File: src/rtl/servant_obi_pkg.sv
// -----------------------------------------------------------------------------
// servant_obi_pkg
// Shared definitions for the OBI-to-Wishbone data-port responder:
//   - state_e     : transaction state (IDLE, BUS, RESP)
//   - DEF_*       : default parameter values for the responder
//   - cnt_width() : bit width needed by the watchdog to hold TIMEOUT-1
// -----------------------------------------------------------------------------
package servant_obi_pkg;

   typedef enum logic [1:0] {
      IDLE = 2'd0,
      BUS  = 2'd1,
      RESP = 2'd2
   } state_e;

   localparam int          DEF_MEM_BYTES = 8192;
   localparam int          DEF_TIMEOUT   = 15;
   localparam logic [31:0] DEF_TO_RDATA  = 32'h0000_0000;

   // Width of a counter that must hold values 0..n-1 (at least one bit).
   function automatic int cnt_width(input int n);
      return (n <= 2) ? 1 : $clog2(n);
   endfunction

endpackage

File: src/rtl/servant_obi_wdog.sv
// -----------------------------------------------------------------------------
// servant_obi_wdog
// Loadable down-counter that bounds how long a Wishbone cycle may wait for ack.
// Loaded with TIMEOUT-1 when a cycle starts; counts down once per active cycle
// and signals expiry on the last permitted cycle (TIMEOUT-th cycle of BUS).
//
// Ports:
//   clk_i     in  1  clock
//   rst_i     in  1  asynchronous active-high reset
//   load_i    in  1  start a new wait window
//   clr_i     in  1  return the counter to zero (cycle completed)
//   active_i  in  1  a Wishbone cycle is waiting this clock
//   expire_o  out 1  this is the last permitted waiting cycle
// -----------------------------------------------------------------------------
module servant_obi_wdog
   import servant_obi_pkg::*;
#(
   parameter int TIMEOUT = DEF_TIMEOUT
) (
   input  logic clk_i,
   input  logic rst_i,
   input  logic load_i,
   input  logic clr_i,
   input  logic active_i,
   output logic expire_o
);

   localparam int            CW       = cnt_width(TIMEOUT);
   localparam logic [CW-1:0] LOAD_VAL = CW'(TIMEOUT - 1);

   logic [CW-1:0] cnt_q;

   // Remaining-cycles counter: load at cycle start, decrement while waiting.
   always_ff @(posedge clk_i or posedge rst_i) begin
      if (rst_i) begin
         cnt_q <= {CW{1'b0}};
      end else if (load_i) begin
         cnt_q <= LOAD_VAL;
      end else if (clr_i) begin
         cnt_q <= {CW{1'b0}};
      end else if (active_i && (cnt_q != {CW{1'b0}})) begin
         cnt_q <= cnt_q - CW'(1);
      end else begin
         cnt_q <= cnt_q;
      end
   end

   // Zero remaining while still waiting means the window has run out.
   assign expire_o = active_i && (cnt_q == {CW{1'b0}});

endmodule

File: src/rtl/servant_obi_wb_resp.sv
// -----------------------------------------------------------------------------
// servant_obi_wb_resp
// OBI-style data-port responder: each granted OBI request becomes one Wishbone
// classic cycle; exactly one rvalid pulse is returned per grant. One
// transaction outstanding at a time, bounded by a watchdog of TIMEOUT cycles.
//
// Optional feature macro: SERVANT_OBI_ERR_EN
//   defined  : adds o_obi_err; flags timeouts and addresses >= MEM_BYTES.
//              Out-of-range requests skip Wishbone and answer next cycle.
//   undefined: no o_obi_err; everything is forwarded, timeouts are silent.
//
// Ports:
//   i_clk, i_rst                clock, asynchronous active-high reset
//   i_obi_req / o_obi_gnt       OBI request handshake (gnt combinational)
//   i_obi_addr/we/be/wdata      OBI request attributes
//   o_obi_rvalid / o_obi_rdata  OBI response (registered)
//   o_obi_err                   response error (SERVANT_OBI_ERR_EN only)
//   o_wb_adr/dat/sel/we/cyc     Wishbone initiator outputs (registered)
//   i_wb_rdt / i_wb_ack         Wishbone read data and acknowledge
// -----------------------------------------------------------------------------
module servant_obi_wb_resp
   import servant_obi_pkg::*;
#(
   parameter int          MEM_BYTES = DEF_MEM_BYTES,
   parameter int          TIMEOUT   = DEF_TIMEOUT,
   parameter logic [31:0] TO_RDATA  = DEF_TO_RDATA
) (
   input  logic        i_clk,
   input  logic        i_rst,
   input  logic        i_obi_req,
   output logic        o_obi_gnt,
   input  logic [31:0] i_obi_addr,
   input  logic        i_obi_we,
   input  logic [3:0]  i_obi_be,
   input  logic [31:0] i_obi_wdata,
   output logic        o_obi_rvalid,
   output logic [31:0] o_obi_rdata,
   output logic [31:0] o_wb_adr,
   output logic [31:0] o_wb_dat,
   output logic [3:0]  o_wb_sel,
   output logic        o_wb_we,
   output logic        o_wb_cyc,
   input  logic [31:0] i_wb_rdt,
   input  logic        i_wb_ack
`ifdef SERVANT_OBI_ERR_EN
   ,
   output logic        o_obi_err
`endif
);

   state_e      state_q;
   logic [31:0] wb_adr_q;
   logic [31:0] wb_dat_q;
   logic [3:0]  wb_sel_q;
   logic        wb_we_q;
   logic        wb_cyc_q;
   logic        rvalid_q;
   logic [31:0] rdata_q;

   logic        oor_s;
   logic        to_bus_s;
   logic        ack_s;
   logic        expire_s;

   // A new request can be taken when idle or while the previous one responds.
   assign o_obi_gnt = i_obi_req & ((state_q == IDLE) | (state_q == RESP));

`ifdef SERVANT_OBI_ERR_EN
   localparam logic [32:0] MEM_LIMIT = 33'(MEM_BYTES);
   logic err_q;
   assign oor_s     = ({1'b0, i_obi_addr} >= MEM_LIMIT);
   assign o_obi_err = err_q;
`else
   assign oor_s = 1'b0;
`endif

   assign to_bus_s = o_obi_gnt & ~oor_s;
   // Acks are only meaningful while a cycle is open.
   assign ack_s    = (state_q == BUS) & i_wb_ack;

   servant_obi_wdog #(
      .TIMEOUT (TIMEOUT)
   ) u_wdog (
      .clk_i    (i_clk),
      .rst_i    (i_rst),
      .load_i   (to_bus_s),
      .clr_i    (ack_s),
      .active_i (state_q == BUS),
      .expire_o (expire_s)
   );

   // Transaction sequencer: capture request, run Wishbone cycle, respond.
   always_ff @(posedge i_clk or posedge i_rst) begin
      if (i_rst) begin
         state_q  <= IDLE;
         wb_adr_q <= 32'h0000_0000;
         wb_dat_q <= 32'h0000_0000;
         wb_sel_q <= 4'h0;
         wb_we_q  <= 1'b0;
         wb_cyc_q <= 1'b0;
         rvalid_q <= 1'b0;
         rdata_q  <= 32'h0000_0000;
`ifdef SERVANT_OBI_ERR_EN
         err_q    <= 1'b0;
`endif
      end else begin
         rvalid_q <= 1'b0;
`ifdef SERVANT_OBI_ERR_EN
         err_q    <= 1'b0;
`endif
         case (state_q)
            IDLE, RESP: begin
               if (to_bus_s) begin
                  wb_adr_q <= {i_obi_addr[31:2], 2'b00};
                  wb_dat_q <= i_obi_wdata;
                  wb_sel_q <= i_obi_be;
                  wb_we_q  <= i_obi_we;
                  wb_cyc_q <= 1'b1;
                  state_q  <= BUS;
               end
`ifdef SERVANT_OBI_ERR_EN
               else if (o_obi_gnt) begin
                  // Out of range: answer directly without touching the bus.
                  rvalid_q <= 1'b1;
                  rdata_q  <= TO_RDATA;
                  err_q    <= 1'b1;
                  state_q  <= RESP;
               end
`endif
               else begin
                  state_q <= IDLE;
               end
            end
            BUS: begin
               // Ack takes priority over a watchdog expiry in the same cycle.
               if (ack_s) begin
                  wb_cyc_q <= 1'b0;
                  rdata_q  <= wb_we_q ? 32'h0000_0000 : i_wb_rdt;
                  rvalid_q <= 1'b1;
                  state_q  <= RESP;
               end else if (expire_s) begin
                  wb_cyc_q <= 1'b0;
                  rdata_q  <= TO_RDATA;
                  rvalid_q <= 1'b1;
`ifdef SERVANT_OBI_ERR_EN
                  err_q    <= 1'b1;
`endif
                  state_q  <= RESP;
               end else begin
                  state_q <= BUS;
               end
            end
            default: begin
               wb_cyc_q <= 1'b0;
               state_q  <= IDLE;
            end
         endcase
      end
   end

   assign o_wb_adr     = wb_adr_q;
   assign o_wb_dat     = wb_dat_q;
   assign o_wb_sel     = wb_sel_q;
   assign o_wb_we      = wb_we_q;
   assign o_wb_cyc     = wb_cyc_q;
   assign o_obi_rvalid = rvalid_q;
   assign o_obi_rdata  = rdata_q;

endmodule
File: config.mk
export PLATFORM = sky130hd
export DESIGN_NAME = servant_obi_wb_resp
export DESIGN_NICKNAME = d
export VERILOG_FILES = /design/src/rtl/servant_obi_pkg.sv /design/src/rtl/servant_obi_wdog.sv /design/src/rtl/servant_obi_wb_resp.sv
export SDC_FILE = /design/constraint.sdc
export NUM_CORES = 1
export LEC_CHECK = 0
export BUFFER_PORTS_ARGS = -buffer_cell sky130_fd_sc_hd__clkbuf_2
export CORE_MARGIN = 3
export CORE_UTILIZATION = 25
export DETAILED_ROUTE_END_ITERATION = 6
export GPL_ROUTABILITY_DRIVEN = 0
export SLEW_MARGIN = 20
export SYNTH_ARGS = -nofsm -noshare
export SYNTH_HDL_FRONTEND = slang
export SYNTH_HIERARCHICAL = 1
export SYNTH_SLANG_ARGS = --single-unit
File: constraint.sdc
create_clock -name i_clk -period 6.2 [get_ports i_clk]
set_clock_uncertainty 0.2 [all_clocks]
set_input_delay 0.31 -clock i_clk [delete_from_list [all_inputs] [get_ports i_clk]]
set_output_delay 0.31 -clock i_clk [all_outputs]
set_load 0.005 [all_outputs]
# --- Yosys cells after proc, flatten, opt, wreduce, memory -nomap -nowiden ---
# Index checks and enable logic that the tools add are counted.
word_totals:
  reg_bits: 107
  input_bits: 105
  out_inout_bits: 104
  elab_cells: 45
classes:
  addsub: 1
  eq_ne: 4
  muxes: 17
  bitwise: 3
  n_reduce_logical: 11
op_table:
  columns: ["op", "count"]
  rows:
  - ["$mux 32", 3]
  - ["$mux 4", 3]
  - ["$mux 1", 7]
  - ["$reduce_and 2->1", 3]
  - ["$logic_not 4->1", 1]
  - ["$mux 2", 2]
  - ["$pmux 2 s2", 1]
  - ["$reduce_bool 4->1", 1]
  - ["$sub 4x1->4 const B", 1]
  - ["$ne 3x3->1 const B", 1]
  - ["$reduce_bool 3->1", 1]
  - ["$and 1x1->1", 2]
  - ["$eq 2x1->1 const B", 1]
  - ["$eq 2x2->1 const B", 1]
  - ["$logic_and 1x1->1", 2]
  - ["$logic_not 2->1", 1]
  - ["$ne 2x2->1 const B", 1]
  - ["$pmux 1 s2", 1]
  - ["$reduce_bool 2->1", 1]
  - ["$reduce_or 2->1", 1]
  - ["$or 1x1->1", 1]

# --- Longest topological paths before layout ---
# Gate-level depths: netlist (run 1).
depth:
  ltp_word: 5
  depth_mapped: 7
  depth_no_buf: 6

# --- Hierarchy ---
# The synthesis (run 1) kept the hierarchy.
by_module_without_submodules:
  columns: ["mod", "n_inst", "cells_each", "area_per_inst_um2", "seq_area_each_um2"]
  rows:
  - ["servant_obi_wb_resp", 1, 233, 3868.7, 2577.5]
  - ["servant_obi_wdog", 1, 26, 249.0, 100.1]

# --- Worst setup path after synthesis (run 1) ---
# No wires, ideal clock.
synth_path:
  path_kind: "register -> register"
  start: "register u_wdog.cnt_q[0]"
  end: "register rdata_q[10] (netlist: o_obi_rdata[10])"
  setup_ns: 0.121
  t_arrival_ns: 1.746
  required_time_ns: 5.879
  path_slack_ns: 4.133
  path_stages_with_launch: 8
  n_path_buf: 1
  period_less_slack_ns: 2.067
  path_cell_list: "dfrtp_1 inv_1 ha_1 or3b_2 nor2_1 o21ai_2 buf_4 a22o_1"
synth_via:
  elab_chain_cells: 4
synth_lines:
  columns: ["item", "line_no", "rtl"]
  rows:
  - ["start, declared", "servant_obi_wdog.sv:31", "logic [CW-1:0] cnt_q;"]
  - ["start signal, assigned", "servant_obi_wdog.sv:36", "cnt_q <= {CW{1'b0}};"]
  - ["start signal, assigned", "servant_obi_wdog.sv:40", "cnt_q <= {CW{1'b0}};"]
  - ["start signal, assigned", "servant_obi_wdog.sv:42", "cnt_q <= cnt_q - CW'(1);"]
  - ["$logic_not 4->1", "servant_obi_wdog.sv:49", "assign expire_o = active_i && (cnt_q == {CW{1'b0}});"]
  - ["$logic_and 1x1->1", "servant_obi_wdog.sv:49", null]
  - ["net expire_s", "servant_obi_wb_resp.sv:63", "logic expire_s;"]
  - ["$reduce_bool 2->1 (no source line)", null, null]
  - ["$reduce_and 2->1 (no source line)", null, null]
  - ["end signal, assigned", "servant_obi_wb_resp.sv:138", "rdata_q <= wb_we_q ? 32'h0000_0000 : i_wb_rdt;"]
  - ["end, declared", "servant_obi_wb_resp.sv:58", "logic [31:0] rdata_q;"]
# The timed path passes the listed nets, and every way through them passes these cells.
# A chain may end at the register's enable or synchronous reset.

# --- Worst setup path after layout (run 1) ---
layout_path:
  start: "register state_q[0]"
  end: "output o_obi_gnt"
layout_via:
  elab_chain_cells: 3
  word_cells_on_any_way: 4
  cone_classes: "eq/ne (1); bitwise (2); reduce/logical (1)"
layout_lines:
  columns: ["item", "line_no", "rtl"]
  rows:
  - ["start, declared", "servant_obi_wb_resp.sv:51", "state_e state_q;"]
  - ["start signal, assigned", "servant_obi_wb_resp.sv:95", "state_q <= IDLE;"]
  - ["start signal, assigned", "servant_obi_wb_resp.sv:119", "state_q <= BUS;"]
  - ["start signal, assigned", "servant_obi_wb_resp.sv:131", "state_q <= IDLE;"]
  - ["$eq 2x2->1 or $logic_not 2->1 (tied branches)", "servant_obi_wb_resp.sv:66", "assign o_obi_gnt = i_obi_req & ((state_q == IDLE) | (state_q == RESP));"]
  - ["$or 1x1->1 *", "servant_obi_wb_resp.sv:66", null]
  - ["$and 1x1->1 *", "servant_obi_wb_resp.sv:66", null]
  - ["end, declared", "servant_obi_wb_resp.sv:31", "output logic o_obi_gnt,"]
# Every way passes the cells marked *; elsewhere a longest branch is shown, timed or not.

==> results of run 1 <==
==> layer usage <==
| layer | vias to the layer above | wire [um] | global-route usage |
|---|---|---|---|
| met5 | - | 0 | 0 |
| met4 | 0 | 254 | 0.0509 |
| met3 | 19 | 822 | 0.0319 |
| met2 | 159 | 5460 | 0.210 |
| met1 | 1560 | 4470 | 0.138 |
| li1 | 1514 | - | - |
==> kinds of logic after synthesis <==
| logic type | count (synthesis) | synth area share |
|---|---|---|
| AOI/OAI and AO/OA | 42 | 0.0866 |
| adders and majority gates | 2 | 0.00608 |
| buffers and inverters | 25 | 0.0477 |
| DFF | 107 | 0.650 |
| muxes | 67 | 0.183 |
| other | 1 | 0.000911 |
| and+or+nand+nor | 15 | 0.0252 |
==> cell usage after synthesis, types with 2 or more instances <==
| library cell | number |
|---|---|
| dfrtp_1 | 107 |
| mux2_2 | 67 |
| a22o_1 | 30 |
| buf_4 | 12 |
| inv_1 | 8 |
| buf_12 | 3 |
| nor2_1 | 3 |
| a22o_2 | 2 |
| ha_1 | 2 |
| nand3_1 | 2 |
| o21ai_0 | 2 |
==> power by group <==
| part | switching (W) | internal (W) | total, W |
|---|---|---|---|
| logic | 0.000260 | 0.000380 | 0.000640 |
| registers | 0.000126 | 0.000911 | 0.00104 |
| clock network | 0.000233 | 0.000316 | 0.000549 |
| total | 0.000619 | 0.00161 | 0.00223 |
==> cells in the final DEF (no fill, tap or decap), types with 2 or more instances in the layout <==
cell type / instances
buf_4: 3
o21ai_0: 2
a22o_1: 30
clkbuf_2: 204
clkbuf_16: 9
a22o_2: 2
conb_1: 2
ha_1: 2
nand3_1: 2
dlygate4sd3_1: 92
clkbuf_8: 4
nor2_1: 3
clkbuf_1: 2
mux2_2: 67
nor2b_4: 2
dfrtp_1: 107
inv_1: 7
==> through the flow <==
step | std cells | hold WS (ps) | utilization
after floorplan | 260 | -124 | -
after global placement | 666 | 33.8 | 0.330
after detailed placement | 666 | 33.0 | 0.330
after CTS | 772 | 0.307 | 0.405
after global routing | 774 | 12.4 | 0.406
final | 774 | 19.5 | 0.406
==> cell type report <==
| class | count | area [um2] |
|---|---|---|
| multi-input cells | 128 | 1260 |
| well taps | 216 | 270 |
| fillers | 1484 | 9510 |
| inverters | 8 | 32.5 |
| flip-flops and latches | 107 | 2680 |
| repair buffers | 299 | 1960 |
| clock inverters | 1 | 5.00 |
| clock buffers | 15 | 288 |
==> path summary, 6_finish.rpt <==
check                                     start         endpoint  slack [ps]
worst max-delay path                 state_q[0]        o_obi_gnt        3360
worst min-delay path            i_obi_wdata[15]     o_wb_dat[15]          20
worst max register to register       state_q[0]      o_wb_adr[7]        3710
worst min register to register     o_wb_dat[31]     o_wb_dat[31]         300
max in group asynchronous                 i_rst          o_wb_we        4280
min in group asynchronous                 i_rst  u_wdog/cnt_q[0]         220
==> repair_timing <==
| action | CTS | global route |
|---|---|---|
| hold buffers | 90 | 2 |
| gates resized for setup | 0 | 0 |
| hold endpoints to repair | 143 | 2 |
==> state kept, by name, indices dropped and copies added, names as in the netlist <==
| register | count |
|---|---|
| o_wb_sel | 4 |
| o_wb_cyc | 1 |
| o_obi_rvalid | 1 |
| o_obi_rdata | 32 |
| o_wb_adr | 30 |
| o_wb_we | 1 |
| state_q | 2 |
| u_wdog/cnt_q | 4 |
| o_wb_dat | 32 |
==> impl_metrics.csv, run 1 <==
group,metric,value,unit
status,outcome,"finished clean",
cts,cts_max_path_buffers,2,
global_routing,global_route.overflow_total,0,
timing,fin_setup_tns,0,ps
setup_path,cp_top_family,"buffers and inverters",
yosys,synth_edf_count,0,
cts,cts.sink_count,107,
yosys,syn-mean-instance-area,15.9,um2
setup_path,crit_path_start_kind,"register",
placed_design,place_area,5280,um2
yosys,synthesized_cell_area,4120,um2
global_routing,grt_pass1_vias,3366,
finish,design_area,6490,um2
setup_path,critical-path-max-stage-delay,700,ps
die,die_width,134,um
finish,antenna-diode-count,0,
timing,setup_viol,0,
global_routing,grtUsageTotal,0.120,
yosys,synth.ff_latch_count,107,
cts,clk_latency,340,ps
setup_path,worstPathMaxFanout,47,
timing,finalMaxSlewViolations,0,
setup_path,slowest_stage,"nor2b_4",
finish,layout-area-overhead-vs-synth,57.7,%
yosys,ys.warnings.count,6,
yosys,post_synth_inst_count,259,
routing,number_of_drc_markers_after_the_initial_detailed_route_iteration,55,
yosys,synth.top_cells.by_area,"dfrtp_1, mux2_2, a22o_1, buf_4, buf_12",
cts,numCtsBuffers,9,
placed_design,dpl.hpwl,7170,um
timing,finalCriticalPeriod,2840,ps
yosys,synth_top_flop_cell,"dfrtp_1",
setup_path,timing.critical_path.buf_inv,2,
power,fin_total_pwr,0.00223,W
power,power_density,343,nW/um2
timing,worstMarginPinSlew,874,ps
routing,detailedRoute.firstPassIterationCount,4,
finish,post_route_cells_drive_above_1_share,0.538,
setup_path,critPathArrivalTime,2330,ps
flow_run,cap_viol_max_count,0,
cts,clock_tree_from_tritoncts,"built",
setup_path,cp-end-kind,"output port",
yosys,synthDistinctLibCells,32,
die,die_h,134,um
yosys,asyncSetResetFlopFracSynth,1.00,
routing,drt-total-wl,11000,um
timing,final.period_utilization,0.458,
worst_hold_path,worstHoldPathType,"primary input to register",
die,ios,209,
die,num_rows,46,
routing,vias,3252,
die,start_util,0.257,
timing,timing.final.hold_violations,0,
routing,wire_per_inst,14.2,um
timing,worst_slack,3360,ps
cts,cts_post_setup_buffers_inserted,0,
yosys,synth_seq_area_share,0.650,
power,power.ir.vdd_worst,143,uV
setup_path,r2r.worst_path.cells,3,
global_routing,grt_antenna_before_repair,0,
routing,via_per_inst,4.20,
placed_design,detailedPlace.worstSlack,3640,ps
power,power_leakage,3.19,nW
cts,htree_num_levels,3,
yosys,synth.top_cell.area_share,0.650,
cts,clkSlewWorstSetupHoldPaths,70,ps
setup_path,critPathRequiredTime,5690,ps
global_routing,largest_net_degree_at_the_start_of_global_routing,54,
setup_path,timing.critical_path.cells,"nor2b_4, buf_4, clkbuf_2",
routing,post-route-drc-count,0,
timing,maxSlewHeadroom,0.416,
placed_design,port_buffers,204,
finish,numnets_final,660,
timing,grt_setup_unrepaired,"no",
cts,cts-root-buf,"clkbuf_16",
yosys,synthDominantAreaCellType,"dfrtp_1",
setup_path,cp_num_cells,3,
die,die_area,18000,um2
setup_path,timing_worst_setup_path_type,"register to output port",
die,core_area,16000,um2
routing,drt.antenna.violating_nets,0,
worst_hold_path,worst_hold_path.num_cells,2,
timing,fmax,352,MHz
global_routing,grt_first_pass_wirelength,17200,um
Note: power is estimated with default switching activity, not from simulation.
==> run 2: changes to the inputs <==
Settings changed: ABC_AREA from default to 1.
Clock period 6.2 ns to 2.7 ns, I/O delays scaled along.
==> run 2 against run 1 <==
  * Routed wire length increased by 15%
  * Sequential power rose by 140%
  * Via count grew 26%
  * Setup slack worse by 2500 ps
  * Cell count is 30% higher
  * Combinational power increased to 2.8 times the previous value
  * Cell area is 4.4% higher
  * Largest power group unchanged
  * Die area up 4.5%
  * Synthesized cell count up 86%
  * Non-clock buffer count is 13 higher
  * Total power rose by 150%
==> impl_metrics.csv, run 2 <==
group,metric,value,unit
status,outcome,"finished clean",
cts,cts_max_path_buffers,2,
setup_path,slowest_stage,"dfrtp_1",
setup_path,crit_path_start_kind,"register",
cts,numCtsBuffers,9,
yosys,asyncSetResetFlopFracSynth,1.00,
die,num_rows,47,
power,power_density,811,nW/um2
global_routing,grtUsageTotal,0.131,
routing,vias,4084,
cts,htree_num_levels,3,
cts,clock_tree_from_tritoncts,"built",
setup_path,critical-path-max-stage-delay,370,ps
finish,numnets_final,888,
timing,grt_setup_unrepaired,"no",
setup_path,timing.critical_path.mode_cell,"nand2_1",
setup_path,critPathRequiredTime,2730,ps
placed_design,detailedPlace.worstSlack,927,ps
finish,postLayoutCoreUtil,0.404,
placed_design,place_area,5500,um2
cts,clk_latency,340,ps
routing,number_of_drc_markers_after_the_initial_detailed_route_iteration,170,
die,core_area,16800,um2
finish,layout-area-overhead-vs-synth,57.2,%
timing,finalCriticalPeriod,1790,ps
finish,most_common_library_cell_in_the_layout_ignoring_fill_and_taps,"nand2_1",
power,fin_total_pwr,0.00550,W
cts,cts_post_setup_buffers_inserted,0,
die,ios,209,
yosys,ys.warnings.count,6,
timing,maxSlewHeadroom,0.521,
setup_path,timing_worst_setup_path_type,"register to register",
setup_path,worstSetupStartpoint,"u_wdog/cnt_q[0]",
die,die_area,18900,um2
die,die_width,137,um
yosys,post_synth_inst_count,482,
flow_run,cap_viol_max_count,0,
worst_hold_path,worstHoldPathType,"primary input to asynchronous set/reset pin",
setup_path,critPathArrivalTime,1820,ps
routing,detailedRoute.firstPassIterationCount,4,
timing,setup_viol,0,
timing,finalMaxSlewViolations,0,
yosys,synth.top_cell.area_share,0.621,
timing,final.period_utilization,0.662,
yosys,syn-mean-instance-area,8.95,um2
global_routing,grt_pass1_vias,3974,
cts,clkSlewWorstSetupHoldPaths,70,ps
routing,drt.antenna.violating_nets,0,
placed_design,port_buffers,204,
yosys,cell_types_with_the_highest_counts_after_synthesis,"nand2_1, dfrtp_1, nand3_1",
timing,timing.final.hold_violations,0,
yosys,synth_seq_area_share,0.621,
yosys,synth_edf_count,0,
power,power_leakage,3.81,nW
timing,fmax,559,MHz
yosys,synthesized_cell_area,4310,um2
finish,multiInputGateArea,1390,um2
setup_path,timing.critical_path.cells,"inv_1, ha_1, nand3_4, nor2_1, o21ai_2, buf_4, nand2_1, nand2_1",
routing,drt-total-wl,12700,um
routing,wire_per_inst,12.6,um
die,die_h,137,um
finish,post_route_cells_drive_above_1_share,0.306,
global_routing,largest_net_degree_at_the_start_of_global_routing,104,
yosys,synthDominantAreaCellType,"dfrtp_1",
yosys,yosysMostFrequentCell,"nand2_1",
yosys,synth_top_flop_cell,"dfrtp_1",
routing,post-route-drc-count,0,
finish,antenna-diode-count,0,
die,start_util,0.257,
yosys,synthDistinctLibCells,22,
timing,worst_slack,912,ps
finish,mostFrequentLayoutCells,"nand2_1, clkbuf_2, dfrtp_1, dlygate4sd3_1, nand3_1",
routing,via_per_inst,4.06,
timing,worstMarginPinSlew,719,ps
setup_path,cp-end-kind,"register",
finish,design_area,6780,um2
yosys,synth.top_cells.by_area,"dfrtp_1, nand2_1, nand3_1, buf_4, buf_6",
global_routing,grt_antenna_before_repair,0,
finish,layout.filler_cells,1650,
setup_path,critical_path.reg2reg.startpoint,"u_wdog/cnt_q[0]",
cts,cts-root-buf,"clkbuf_16",
global_routing,global_route.overflow_total,0,
placed_design,dpl.hpwl,7860,um
power,power.ir.vdd_worst,364,uV
global_routing,grt_first_pass_wirelength,19600,um
yosys,synth.ff_latch_count,107,
timing,fin_setup_tns,0,ps
finish,seqCellArea,2680,um2
cts,cts.sink_count,107,
setup_path,worstPathMaxFanout,33,
## run 2: cells by family after synthesis
family | after synthesis | share of synthesized area
compound gates | 4 | 0.00551
xor+xnor | 1 | 0.00203
other cells | 1 | 0.000870
fa+ha+maj | 2 | 0.00580
simple gates | 324 | 0.307
buf+inv | 43 | 0.0580
flops | 107 | 0.621
## run 2: worst paths after layout
path                                   end  slack, ps  cells after the start
max                        o_obi_rdata[18]        910                      8
min                        u_wdog/cnt_q[1]         40                      3
max reg2reg                o_obi_rdata[18]        910                      8
min reg2reg                    o_wb_adr[6]        280                      2
max in group asynchronous   o_obi_rdata[7]       1540                      4
min in group i_clk            o_wb_adr[28]         60                      5
## run 2: layout make-up
type | count | area share
clock buffer | 10 | 0.0353
multi-input combinational | 333 | 0.205
timing repair buffer | 312 | 0.309
inverter | 18 | 0.0107
clock inverter | 5 | 0.00443
sequential | 107 | 0.395
tap | 220 | 0.0406
## run 2: per-layer routing
layer | track usage | vias up | wire [um]
met4 | 0.0410 | 0 | 223
met1 | 0.159 | 1890 | 5360
met3 | 0.0314 | 15 | 736
met2 | 0.230 | 129 | 6340
li1 | - | 2050 | -
met5 | 0 | - | 0
## run 2: power by group
| part | switching, W | internal [W] | leakage, nW | total, W |
|---|---|---|---|---|
| registers | 0.000308 | 0.00216 | 1.34 | 0.00247 |
| clock network | 0.000574 | 0.000641 | 0.130 | 0.00122 |
| logic | 0.000991 | 0.000828 | 2.35 | 0.00182 |
| total | 0.00187 | 0.00363 | 3.81 | 0.00550 |
## run 2: what timing repair did
item                                   in CTS  in global routing
hold buffers                              101                  0
gates resized for setup                     0                  0
endpoints found under the hold margin     209                  0
## run 2: per-stage QoR
step                      hold slack, ps  instances
after floorplan                     -299        483
after global placement              -152        889
after detailed placement            -152        889
after CTS                           18.2       1005
after global routing                40.3       1005
final                               35.9       1005
## run 2: worst max-delay path, delay by kind of cell, from the launching register on
kind | cells | cell delay, ps
buf+inv | 2 | 390
fa+ha+maj | 1 | 210
simple gates | 4 | 410
flops | 1 | 370
compound gates | 1 | 80
